--- src/rtl/decode_pkg.sv ---
// Shared decode definitions: format one-hot constants, functional-unit IDs,
// field widths and the queued entry layout used by the decode mux and queue.
package decode_pkg;

  localparam int ADDRESS_WIDTH       = 64;
  localparam int INST_COUNTER_WIDTH  = 64;
  localparam int INST_MIN_ID_WIDTH   = 7;
  localparam int OPCODE_SIZE         = 6;
  localparam int FUNC_UNIT_CODE_SIZE = 3;
  localparam int PID_SIZE            = 20;
  localparam int TID_SIZE            = 16;
  localparam int FORMAT_WIDTH        = 23;
  localparam int BODY_WIDTH          = 64;

  // One-hot instruction formats, I at bit 0 through XX3 at bit 22
  localparam logic [FORMAT_WIDTH-1:0] FMT_I   = 23'(1) << 0;
  localparam logic [FORMAT_WIDTH-1:0] FMT_B   = 23'(1) << 1;
  localparam logic [FORMAT_WIDTH-1:0] FMT_SC  = 23'(1) << 2;
  localparam logic [FORMAT_WIDTH-1:0] FMT_D   = 23'(1) << 3;
  localparam logic [FORMAT_WIDTH-1:0] FMT_DS  = 23'(1) << 4;
  localparam logic [FORMAT_WIDTH-1:0] FMT_DQ  = 23'(1) << 5;
  localparam logic [FORMAT_WIDTH-1:0] FMT_DX  = 23'(1) << 6;
  localparam logic [FORMAT_WIDTH-1:0] FMT_X   = 23'(1) << 7;
  localparam logic [FORMAT_WIDTH-1:0] FMT_XL  = 23'(1) << 8;
  localparam logic [FORMAT_WIDTH-1:0] FMT_XFX = 23'(1) << 9;
  localparam logic [FORMAT_WIDTH-1:0] FMT_XFL = 23'(1) << 10;
  localparam logic [FORMAT_WIDTH-1:0] FMT_XS  = 23'(1) << 11;
  localparam logic [FORMAT_WIDTH-1:0] FMT_XO  = 23'(1) << 12;
  localparam logic [FORMAT_WIDTH-1:0] FMT_A   = 23'(1) << 13;
  localparam logic [FORMAT_WIDTH-1:0] FMT_M   = 23'(1) << 14;
  localparam logic [FORMAT_WIDTH-1:0] FMT_MD  = 23'(1) << 15;
  localparam logic [FORMAT_WIDTH-1:0] FMT_MDS = 23'(1) << 16;
  localparam logic [FORMAT_WIDTH-1:0] FMT_VA  = 23'(1) << 17;
  localparam logic [FORMAT_WIDTH-1:0] FMT_VC  = 23'(1) << 18;
  localparam logic [FORMAT_WIDTH-1:0] FMT_VX  = 23'(1) << 19;
  localparam logic [FORMAT_WIDTH-1:0] FMT_XX1 = 23'(1) << 20;
  localparam logic [FORMAT_WIDTH-1:0] FMT_XX2 = 23'(1) << 21;
  localparam logic [FORMAT_WIDTH-1:0] FMT_XX3 = 23'(1) << 22;

  // Functional-unit IDs (5 is unassigned)
  localparam logic [FUNC_UNIT_CODE_SIZE-1:0] FU_FX     = 3'd0;
  localparam logic [FUNC_UNIT_CODE_SIZE-1:0] FU_FP     = 3'd1;
  localparam logic [FUNC_UNIT_CODE_SIZE-1:0] FU_VX     = 3'd2;
  localparam logic [FUNC_UNIT_CODE_SIZE-1:0] FU_CR     = 3'd3;
  localparam logic [FUNC_UNIT_CODE_SIZE-1:0] FU_LS     = 3'd4;
  localparam logic [FUNC_UNIT_CODE_SIZE-1:0] FU_BRANCH = 3'd6;

  // One queued decoded instruction; body is left-justified, zero-padded
  typedef struct packed {
    logic [FORMAT_WIDTH-1:0]        format;
    logic [OPCODE_SIZE-1:0]         opcode;
    logic [ADDRESS_WIDTH-1:0]       address;
    logic [FUNC_UNIT_CODE_SIZE-1:0] unitType;
    logic [0:INST_COUNTER_WIDTH]    majId;
    logic [INST_MIN_ID_WIDTH-1:0]   minId;
    logic                           is64Bit;
    logic [PID_SIZE-1:0]            pid;
    logic [TID_SIZE-1:0]            tid;
    logic [BODY_WIDTH-1:0]          body;
  } dq_entry_t;

endpackage

--- src/rtl/decode_dispatch_queue_if.sv ---
// Upstream (decode mux) and downstream (dispatch) channels of the queue.
// slave = queue side, master = producer/consumer side.
interface decode_dispatch_queue_if import decode_pkg::*; #(parameter int DEPTH = 8);
  logic                    enable;
  dq_entry_t               in_entry;
  logic                    stall;
  logic                    overflow;
  logic                    valid;
  logic                    ready;
  dq_entry_t               head;
  logic [$clog2(DEPTH):0]  count;

  modport slave  (input enable, in_entry, ready,
                  output stall, overflow, valid, head, count);
  modport master (output enable, in_entry, ready,
                  input stall, overflow, valid, head, count);
endinterface

--- src/rtl/decode_queue_mem.sv ---
// Simple dual-port entry storage: synchronous write, asynchronous read.
// Contents are intentionally not reset.
module decode_queue_mem #(
  parameter int WIDTH = 8,
  parameter int DEPTH = 8,
  localparam int AW   = $clog2(DEPTH)
) (
  input  logic             i_clk,
  input  logic             i_we,
  input  logic [AW-1:0]    i_waddr,
  input  logic [WIDTH-1:0] i_wdata,
  input  logic [AW-1:0]    i_raddr,
  output logic [WIDTH-1:0] o_rdata
);
  logic [WIDTH-1:0] r_mem [DEPTH];

  // write port
  always_ff @(posedge i_clk) begin
    if (i_we) r_mem[i_waddr] <= i_wdata;
  end

  assign o_rdata = r_mem[i_raddr];
endmodule

--- src/rtl/decode_dispatch_queue.sv ---
// Decode-to-dispatch decoupling FIFO. Upstream has no ready, so stall is
// raised one entry early (count >= depth-1) leaving a single skid slot.
// Optional DECODE_QUEUE_PERF_EN adds stall-cycle and high-water counters.
module decode_dispatch_queue import decode_pkg::*; #(
  parameter int depth = 8
) (
  input  logic                      clock_i,
  input  logic                      resetn_i,
  input  logic                      flush_i,
  decode_dispatch_queue_if.slave    q
`ifdef DECODE_QUEUE_PERF_EN
  ,
  output logic [31:0]               stallCycles_o,
  output logic [$clog2(depth):0]    maxOccupancy_o
`endif
);
  localparam int PW = $clog2(depth);
  localparam int CW = PW + 1;

  logic [PW-1:0] r_wp, r_rp;
  logic [CW-1:0] r_count;
  logic          r_overflow;

  logic w_valid, w_full, w_deq, w_enq, w_drop, w_stall;

  assign w_valid = (r_count != '0);
  assign w_full  = (r_count == CW'(depth));
  assign w_deq   = w_valid & q.ready;
  // a full queue still accepts when the head leaves in the same cycle
  assign w_enq   = q.enable & (~w_full | w_deq);
  assign w_drop  = q.enable & w_full & ~w_deq;
  assign w_stall = (r_count >= CW'(depth - 1));

  // pointers, occupancy and sticky overflow; flush beats enq/deq
  always_ff @(posedge clock_i) begin
    if (!resetn_i) begin
      r_wp       <= '0;
      r_rp       <= '0;
      r_count    <= '0;
      r_overflow <= 1'b0;
    end else if (flush_i) begin
      r_wp    <= '0;
      r_rp    <= '0;
      r_count <= '0;
    end else begin
      if (w_enq) r_wp <= r_wp + PW'(1);
      if (w_deq) r_rp <= r_rp + PW'(1);
      if (w_enq && !w_deq)      r_count <= r_count + CW'(1);
      else if (w_deq && !w_enq) r_count <= r_count - CW'(1);
      if (w_drop) r_overflow <= 1'b1;
    end
  end

  logic [$bits(dq_entry_t)-1:0] w_rdata;

  decode_queue_mem #(.WIDTH($bits(dq_entry_t)), .DEPTH(depth)) u_mem (
    .i_clk   (clock_i),
    .i_we    (w_enq & ~flush_i & resetn_i),
    .i_waddr (r_wp),
    .i_wdata (q.in_entry),
    .i_raddr (r_rp),
    .o_rdata (w_rdata)
  );

  assign q.head     = dq_entry_t'(w_rdata);
  assign q.valid    = w_valid;
  assign q.stall    = w_stall;
  assign q.overflow = r_overflow;
  assign q.count    = r_count;

`ifdef DECODE_QUEUE_PERF_EN
  logic [31:0]   r_stall_cyc;
  logic [CW-1:0] r_max_occ;

  // saturating stall-cycle counter and occupancy high-water mark
  always_ff @(posedge clock_i) begin
    if (!resetn_i) begin
      r_stall_cyc <= '0;
      r_max_occ   <= '0;
    end else begin
      if (w_stall && r_stall_cyc != '1) r_stall_cyc <= r_stall_cyc + 32'd1;
      if (r_count > r_max_occ) r_max_occ <= r_count;
    end
  end

  assign stallCycles_o  = r_stall_cyc;
  assign maxOccupancy_o = r_max_occ;
`endif
endmodule

--- src/flat_wrapper.sv ---
// flat-port wrapper written by rule: the top's interface ports become plain ports
module decode_dispatch_queue_flat import decode_pkg::*;
#(
  parameter int depth = 8
)
  (clock_i, resetn_i, flush_i, q_enable, q_in_entry, q_ready, q_stall, q_overflow, q_valid, q_head, q_count);
  decode_dispatch_queue_if #(.DEPTH(8)) q_i ();
  input  logic clock_i;
  input  logic resetn_i;
  input  logic flush_i;
  input wire logic [$bits(q_i.enable)-1:0] q_enable;
  input wire logic [$bits(q_i.in_entry)-1:0] q_in_entry;
  input wire logic [$bits(q_i.ready)-1:0] q_ready;
  output wire logic [$bits(q_i.stall)-1:0] q_stall;
  output wire logic [$bits(q_i.overflow)-1:0] q_overflow;
  output wire logic [$bits(q_i.valid)-1:0] q_valid;
  output wire logic [$bits(q_i.head)-1:0] q_head;
  output wire logic [$bits(q_i.count)-1:0] q_count;
  assign q_i.enable = q_enable;
  assign q_i.in_entry = q_in_entry;
  assign q_i.ready = q_ready;
  assign q_stall = q_i.stall;
  assign q_overflow = q_i.overflow;
  assign q_valid = q_i.valid;
  assign q_head = q_i.head;
  assign q_count = q_i.count;
  decode_dispatch_queue #(.depth(depth)) u_core (.clock_i(clock_i), .resetn_i(resetn_i), .flush_i(flush_i), .q(q_i));
endmodule
--- config.mk ---
export PLATFORM = sky130hd
export DESIGN_NAME = decode_dispatch_queue_flat
export DESIGN_NICKNAME = d
export VERILOG_FILES = /design/src/rtl/decode_pkg.sv /design/src/rtl/decode_dispatch_queue_if.sv /design/src/rtl/decode_queue_mem.sv /design/src/rtl/decode_dispatch_queue.sv /design/src/flat_wrapper.sv
export SDC_FILE = /design/constraint.sdc
export NUM_CORES = 2
export LEC_CHECK = 0
export ABC_AREA = 0
export ABC_CLOCK_PERIOD_IN_PS = 34800
export CORE_MARGIN = 8
export CORE_UTILIZATION = 61
export CTS_BUF_LIST = sky130_fd_sc_hd__clkbuf_8
export DETAILED_ROUTE_END_ITERATION = 8
export PLACE_DENSITY = 0.86
export SKIP_CTS_REPAIR_TIMING = 1
export SLEW_MARGIN = 20
export SYNTH_ARGS = -nofsm -noshare
export SYNTH_HDL_FRONTEND = slang
export SYNTH_SLANG_ARGS = --single-unit
--- constraint.sdc ---
create_clock -name clock_i -period 34.8 [get_ports clock_i]
set_clock_uncertainty 0.2 [all_clocks]
set_input_delay 6.96 -clock clock_i [delete_from_list [all_inputs] [get_ports clock_i]]
set_output_delay 6.96 -clock clock_i [all_outputs]
set_load 0.1 [all_outputs]
; ---- Word level (Yosys, flattened, before mapping)
; Memories as Yosys holds them, arrays and structs flattened. A register that Yosys moved wholly into a read port is not among the register bits.
; Cells that the tools add are included.
[totals]
ram_bits = 2152
in_bits = 274
memories = 1
register_bits = 11
[classes]
n_reduce_logical = 8
n_mux = 6
bitwise = 11
n_lt_le_gt_ge = 1
n_eq_ne = 1
n_addsub = 4
[memory_table]
columns = name, depth, word_bits, read_ports, rd_ports_with_merged_regs, wr, line_no
row1 = u_core.u_mem.r_mem, 8, 269, 1, 1, 1, decode_queue_mem.sv:15  ; logic [WIDTH-1:0] r_mem [DEPTH];
[op_table]
columns = op, n
row1 = $mux W4, 2
row2 = $add A3 B1 Y3 const B, 2
row3 = $and A1 B1 Y1, 6
row4 = $mux W3, 2
row5 = $add A4 B1 Y4 const B, 1
row6 = $eq A4 B4 Y1 const B, 1
row7 = $ge A4 B3 Y1 const B, 1
row8 = $not A1 Y1, 4
row9 = $reduce_bool A4 Y1, 1
row10 = $sub A4 B1 Y4 const B, 1
row11 = $logic_and A1 B1 Y1, 2
row12 = $logic_not A1 Y1, 2
row13 = $mux W1, 2
row14 = $reduce_and A2 Y1, 1
row15 = $reduce_bool A2 Y1, 1
row16 = $reduce_or A2 Y1, 1
row17 = $or A1 B1 Y1, 1

; ---- Depth between registers and ports, before layout
[depth]
depth_word = 8
depth_mapped = 10

; ---- By module
; A second synthesis with hierarchy kept.
[unflattened]
hier_cells = 3186
hier_area_um2 = 81804.7
[modules_own_cells]
columns = module, seq_area_each_um2, area_each_um2, instances, cells_per_inst
row1 = decode_queue_mem, 64622.0, 81199.1, 1, 3122
row2 = decode_dispatch_queue, 220.2, 605.6, 1, 64

; ---- Worst setup path after synthesis
; OpenSTA, ideal clock, no wires.
[synth_path]
path_kind = in2reg
startpoint = input q_ready
endpoint = memory u_core.u_mem.r_mem[0][0] in the netlist's numbering, enable pin
path_stages = 4
required_ns = 33.371
arrival_ns = 25.720
setup_time_ns = 1.229
path_slack_ns = 7.650
cell_sequence = nand2b_1 o21ai_0 or3_1 nor3_1
[synth_between]
elab_chain_cells = 7
[synth_lines]
columns = item, line_no
row1 = "start, declared", flat_wrapper.sv:13  ; input wire logic [$bits(q_i.ready)-1:0] q_ready;
row2 = $and A1 B1 Y1, decode_dispatch_queue.sv:28  ; assign w_deq = w_valid & q.ready;
row3 = $or A1 B1 Y1, decode_dispatch_queue.sv:30  ; assign w_enq = q.enable & (~w_full | w_deq);
row4 = $and A1 B1 Y1, decode_dispatch_queue.sv:30
row5 = $and A1 B1 Y1 (2 in series), decode_dispatch_queue.sv:58  ; .i_we (w_enq & ~flush_i & resetn_i),
row6 = $mux W1, decode_queue_mem.sv:19  ; if (i_we) r_mem[i_waddr] <= i_wdata;
row7 = $mux W1 (not written as such), decode_queue_mem.sv:19
row8 = "end, declared", decode_queue_mem.sv:15
; Every way passes these cells.

==> results.md <==
Status:
- The flow ran to the end, and the final reports show no timing, DRC or antenna violations.

Timing:
- In the final timing run, aggregate negative setup slack is 0 ps.
- The slew at the pin closest to its max-slew limit is 1195 ps.
- The worst path uses 42.43% of the clock period.
- The worst pin sits at a relative slew slack of 20.05%.
- The minimum period implied by the final worst setup slack is 14,770 ps.
- Setup repair after global routing left no endpoint under its margin.
- The count of final hold-check violations is 0.
- The total count of max-transition violations in the final report is 0.
- The fmax is 0.06772 GHz.
- Setup violations remaining at the end of the flow were counted as 0.

Yosys:
- After synthesis, the cell types taking the most area are edfxtp_1 (79%), mux4_2 (12%), mux2_2 (3.7%), mux4_1 (2.7%), buf_6 (0.73%).
- The unique cell type count in the Yosys netlist is 31.
- Of the total synthesized cell area, the portion taken by full adders, half adders and majority gates is 0.1009%.
- The count of state elements after synthesis is 2,166.
- The post-synthesis cell count is 3,191.
- The synthesized netlist devotes 0.07952% of its cell area to compound gates.
- In the synthesized netlist the async set-or-reset flop fraction comes to 0%.
- The synthesized netlist occupies a cell area of 81,820 µm².
- The warning count from the yosys run is 0.
- The mean post-synth cell area is 25.64 µm².
- The most numerous cell in the Yosys netlist is edfxtp_1.
- In the synthesized netlist the dominant register cell turns out to be edfxtp_1.
- In this run, synthesis inferred 2,152 flip-flops with an integrated enable.
- Measured against the total synthesized area, the mux share comes to 18.91%.
- The largest family of logic cells by synthesized area is multiplexers.
- Of the total synthesized cell area, the portion taken by AND, OR, NAND and NOR gates is 0.2202%.
- The fraction of the yosys area taken by sequential cells is 79.32%.
- The number of nets produced by synthesis is 3,471.
- The synthesized design spends more area on one cell type than any other, namely edfxtp_1.
- The share of synthesized area in the top cell type comes to 78.98%.
- Summing the areas of all xor and xnor instances in the mapped netlist gives 0.06422% of the synthesized area.
- After synthesis, the most frequently instantiated cells are edfxtp_1 (2,152), mux4_2 (453), mux2_2 (269).

Routing:
- The iteration count of the initial detailed-routing pass is 7.
- The remaining routing DRC violations is 0.
- The routed wire length is 175.6 mm.
- The average wire per cell in the routed design is 29.19 µm.
- The routed layout has 37,536 vias.
- The violation count after the first detailed-routing iteration is 3,213.
- After detailed routing, the number of vias per cell comes to 6.239.
- The count of nets left with antenna violations once routing finished came out at 0.

Clock network:
- The clock slew at the register clock pins of the worst setup and hold paths is 60 ps.
- The longest clock path from root to sink contains 4 buffers.
- The number of buffers inserted during clock tree synthesis is 340.
- Clock tree synthesis selected as its root buffer the cell clkbuf_8.
- TritonCTS built the clock tree.
- The number of clock sinks seen by CTS is 2,166.
- The clock reaches the later pin of the worst-skew pair after 980 ps.
- The H-tree generated during clock tree synthesis spans 5 levels.

Floorplan:
- For this configuration, the core starts out at a cell density of 61.39%.
- Measured along the y axis, the die boundary spans 382.2 µm.
- The floorplan has 134 rows.
- The die footprint is 146,100 µm².
- The die is 382.2 µm wide.
- 550 I/O pins were placed.
- In this run the standard cell core region covers 133,300 µm².

Critical path:
- By startpoint and endpoint, the worst setup path is classified as register to output port.
- The flop-to-flop setup slack is 29,590 ps.
- For the worst setup path, the data required time is 27,640 ps.
- Measured in cells, the most critical reg-to-reg path has a length of 7.
- The endpoint arrival time on the critical path is 7610 ps.
- Along the worst path, the maximum fanout reaches 52.
- The startpoint kind of the worst setup timing path is a register.
- The end of the worst register-to-register path is u_core.u_mem.r_mem[4][152].
- STA classifies the critical path endpoint as an output port.
- The startpoint identified for the worst register-to-register timing path is u_core.q.count[1].

Finish:
- Compared with the post-synthesis result, the final layout area differs by 16.11%.
- The post-route netlist has 28.24% of its cells at a drive strength greater than 1.
- The utilization of the core after routing is 71.28%.
- After the last flow step, the layout net total stands at 4,273.
- The design area is 95,000 µm².
- The post-route non-filler standard cell count is 6,016.

Power and ir drop:
- The internal cell power is 4.006 mW.
- Power spread over the standard cell area amounts to 54.95 nW/µm².
- The fraction of power consumed by sequential logic is 55.4%.
- Summed over all cells, the static leakage comes to 29.45 nW.
- The switching fraction of total power is 23.27%.
- The worst ir drop on vdd is 0.04913 mV.
- The combinational share of power is 8.4%.
- The share of total power dissipated in the clock network is 36.2%.
- The analysis attributes to net switching a power of 1.215 mW.

GRT:
- The first global-routing pass estimated 254.1 mm of wire.
- The largest net degree at the start of global routing is 124.
- The number of global-route vias before repair is 38,943.
- The initial antenna violation count is 38.
- The global-route total usage across every layer is 23.37%.
- Summed over all layers, the global routing overflow is 0.

Placed design:
- The quantity of I/O buffers inserted on ports is 549.
- Including well taps, the total number of placed cells is 5,418.
- The estimated wirelength of the detail-placed design is 101.2 mm.
- The instance area at placement is 89,050 µm².
- At the end of routability-driven placement, the weighted congestion stood at 0.7524.

Hold path:
- The worst hold path begins at u_core.r_rp[1].
- The count of cells along the worst hold path is 2.
- The path class of the tightest hold or removal check is register to register.

Job:
- Across the run, the number of max-cap violations was 0.
power by group through the flow:
stage                     clock [mW]  sequential, mW  combinational (mW)
after floorplan                    0            2.96               0.309
after global placement             0            2.95               0.434
after detailed placement           0            2.95               0.443
after CTS                       1.92            2.89               0.444
after global routing            2.03            2.89               0.457
final                           1.89            2.89               0.440
flip-flops by register name, indices dropped and copies added, names as in the netlist, named ones only:
| signal | cells |
|---|---|
| u_core.q.overflow | 1 |
| u_core.u_mem.r_mem | 2152 |
| u_core.r_wp | 3 |
| u_core.q.count | 4 |
| u_core.r_rp | 3 |
metal layers:
metal  wire [µm]  vias to the layer above  GRT usage [%]
met3       12970                      359          5.181
met1       65320                    19887          30.31
met5         114                        -              0
met2       90760                     1741          38.89
li1            -                    15531              -
met4        6454                       18          9.539
cells by family (layout without fill, tap and decap cells):
kind of cell / count (synthesis) / after routing
DFF: 2166 / 2166
muxes: 808 / 808
buffers and inverters: 156 / 1179
and+or+nand+nor: 39 / 39
AOI/OAI and AO/OA: 10 / 10
adders and majority gates: 6 / 6
xor gates and xnor gates: 6 / 6
other: 0 / 34
cell type report:
cell class / instances / area (µm²)
flip-flops and latches: 2166 / 64910
clock buffers: 349 / 4803
multi-input cells: 869 / 15910
repair buffers: 612 / 6021
fillers: 7100 / 38290
diodes: 34 / 85.08
clock inverters: 214 / 1045
well taps: 1768 / 2212
inverters: 4 / 15.01
cells in the final DEF (no fill, tap or decap), drive strengths merged, types with 5 or more instances in the layout:
| cell type | synthesis | layout |
|---|---|---|
| dfxtp | 14 | 14 |
| inv | 4 | 93 |
| diode | 0 | 34 |
| mux2 | 269 | 269 |
| bufinv | 0 | 7 |
| clkinv | 0 | 114 |
| edfxtp | 2152 | 2152 |
| mux4 | 538 | 538 |
| clkdlybuf4s50 | 0 | 547 |
| ha | 5 | 5 |
| nand3 | 6 | 6 |
| clkbuf | 47 | 349 |
| buf | 105 | 65 |
| nor2 | 17 | 17 |
| nand2 | 6 | 6 |
critical path, stage by stage (launching register included):
cell and delay, ps:
dfxtp_4 990, buf_4 790, buf_4 830, buf_4 910, buf_4 920, mux4_1 680
mux2_2 310, clkdlybuf4s50_1 980
stage by stage:
stage / hold slack (ps) / power (mW) / setup slack (ps)
global placement: 263.0 / 3.380 / 20870
global route: 322.6 / 5.379 / 19360
CTS: 302.3 / 5.262 / 19700
floorplan: 254.1 / 3.268 / 7650
detailed placement: 288.2 / 3.390 / 20820
finish: 318.7 / 5.221 / 20030
worst max path at each step:
stage | startpoint | to | slack, ps | cells after the start
4_1_cts | register | q_head[144] | 19700 | 7
5_1_grt | register | q_head[144] | 19360 | 7
3_3_place_gp | register | q_head[82] | 20870 | 7
3_5_place_dp | register | q_head[144] | 20820 | 7
6_report | register | q_head[144] | 20030 | 7
2_1_floorplan | q_ready | u_core.u_mem.r_mem[0][0] | 7650 | 4
Power figures use the tool's default switching activity.
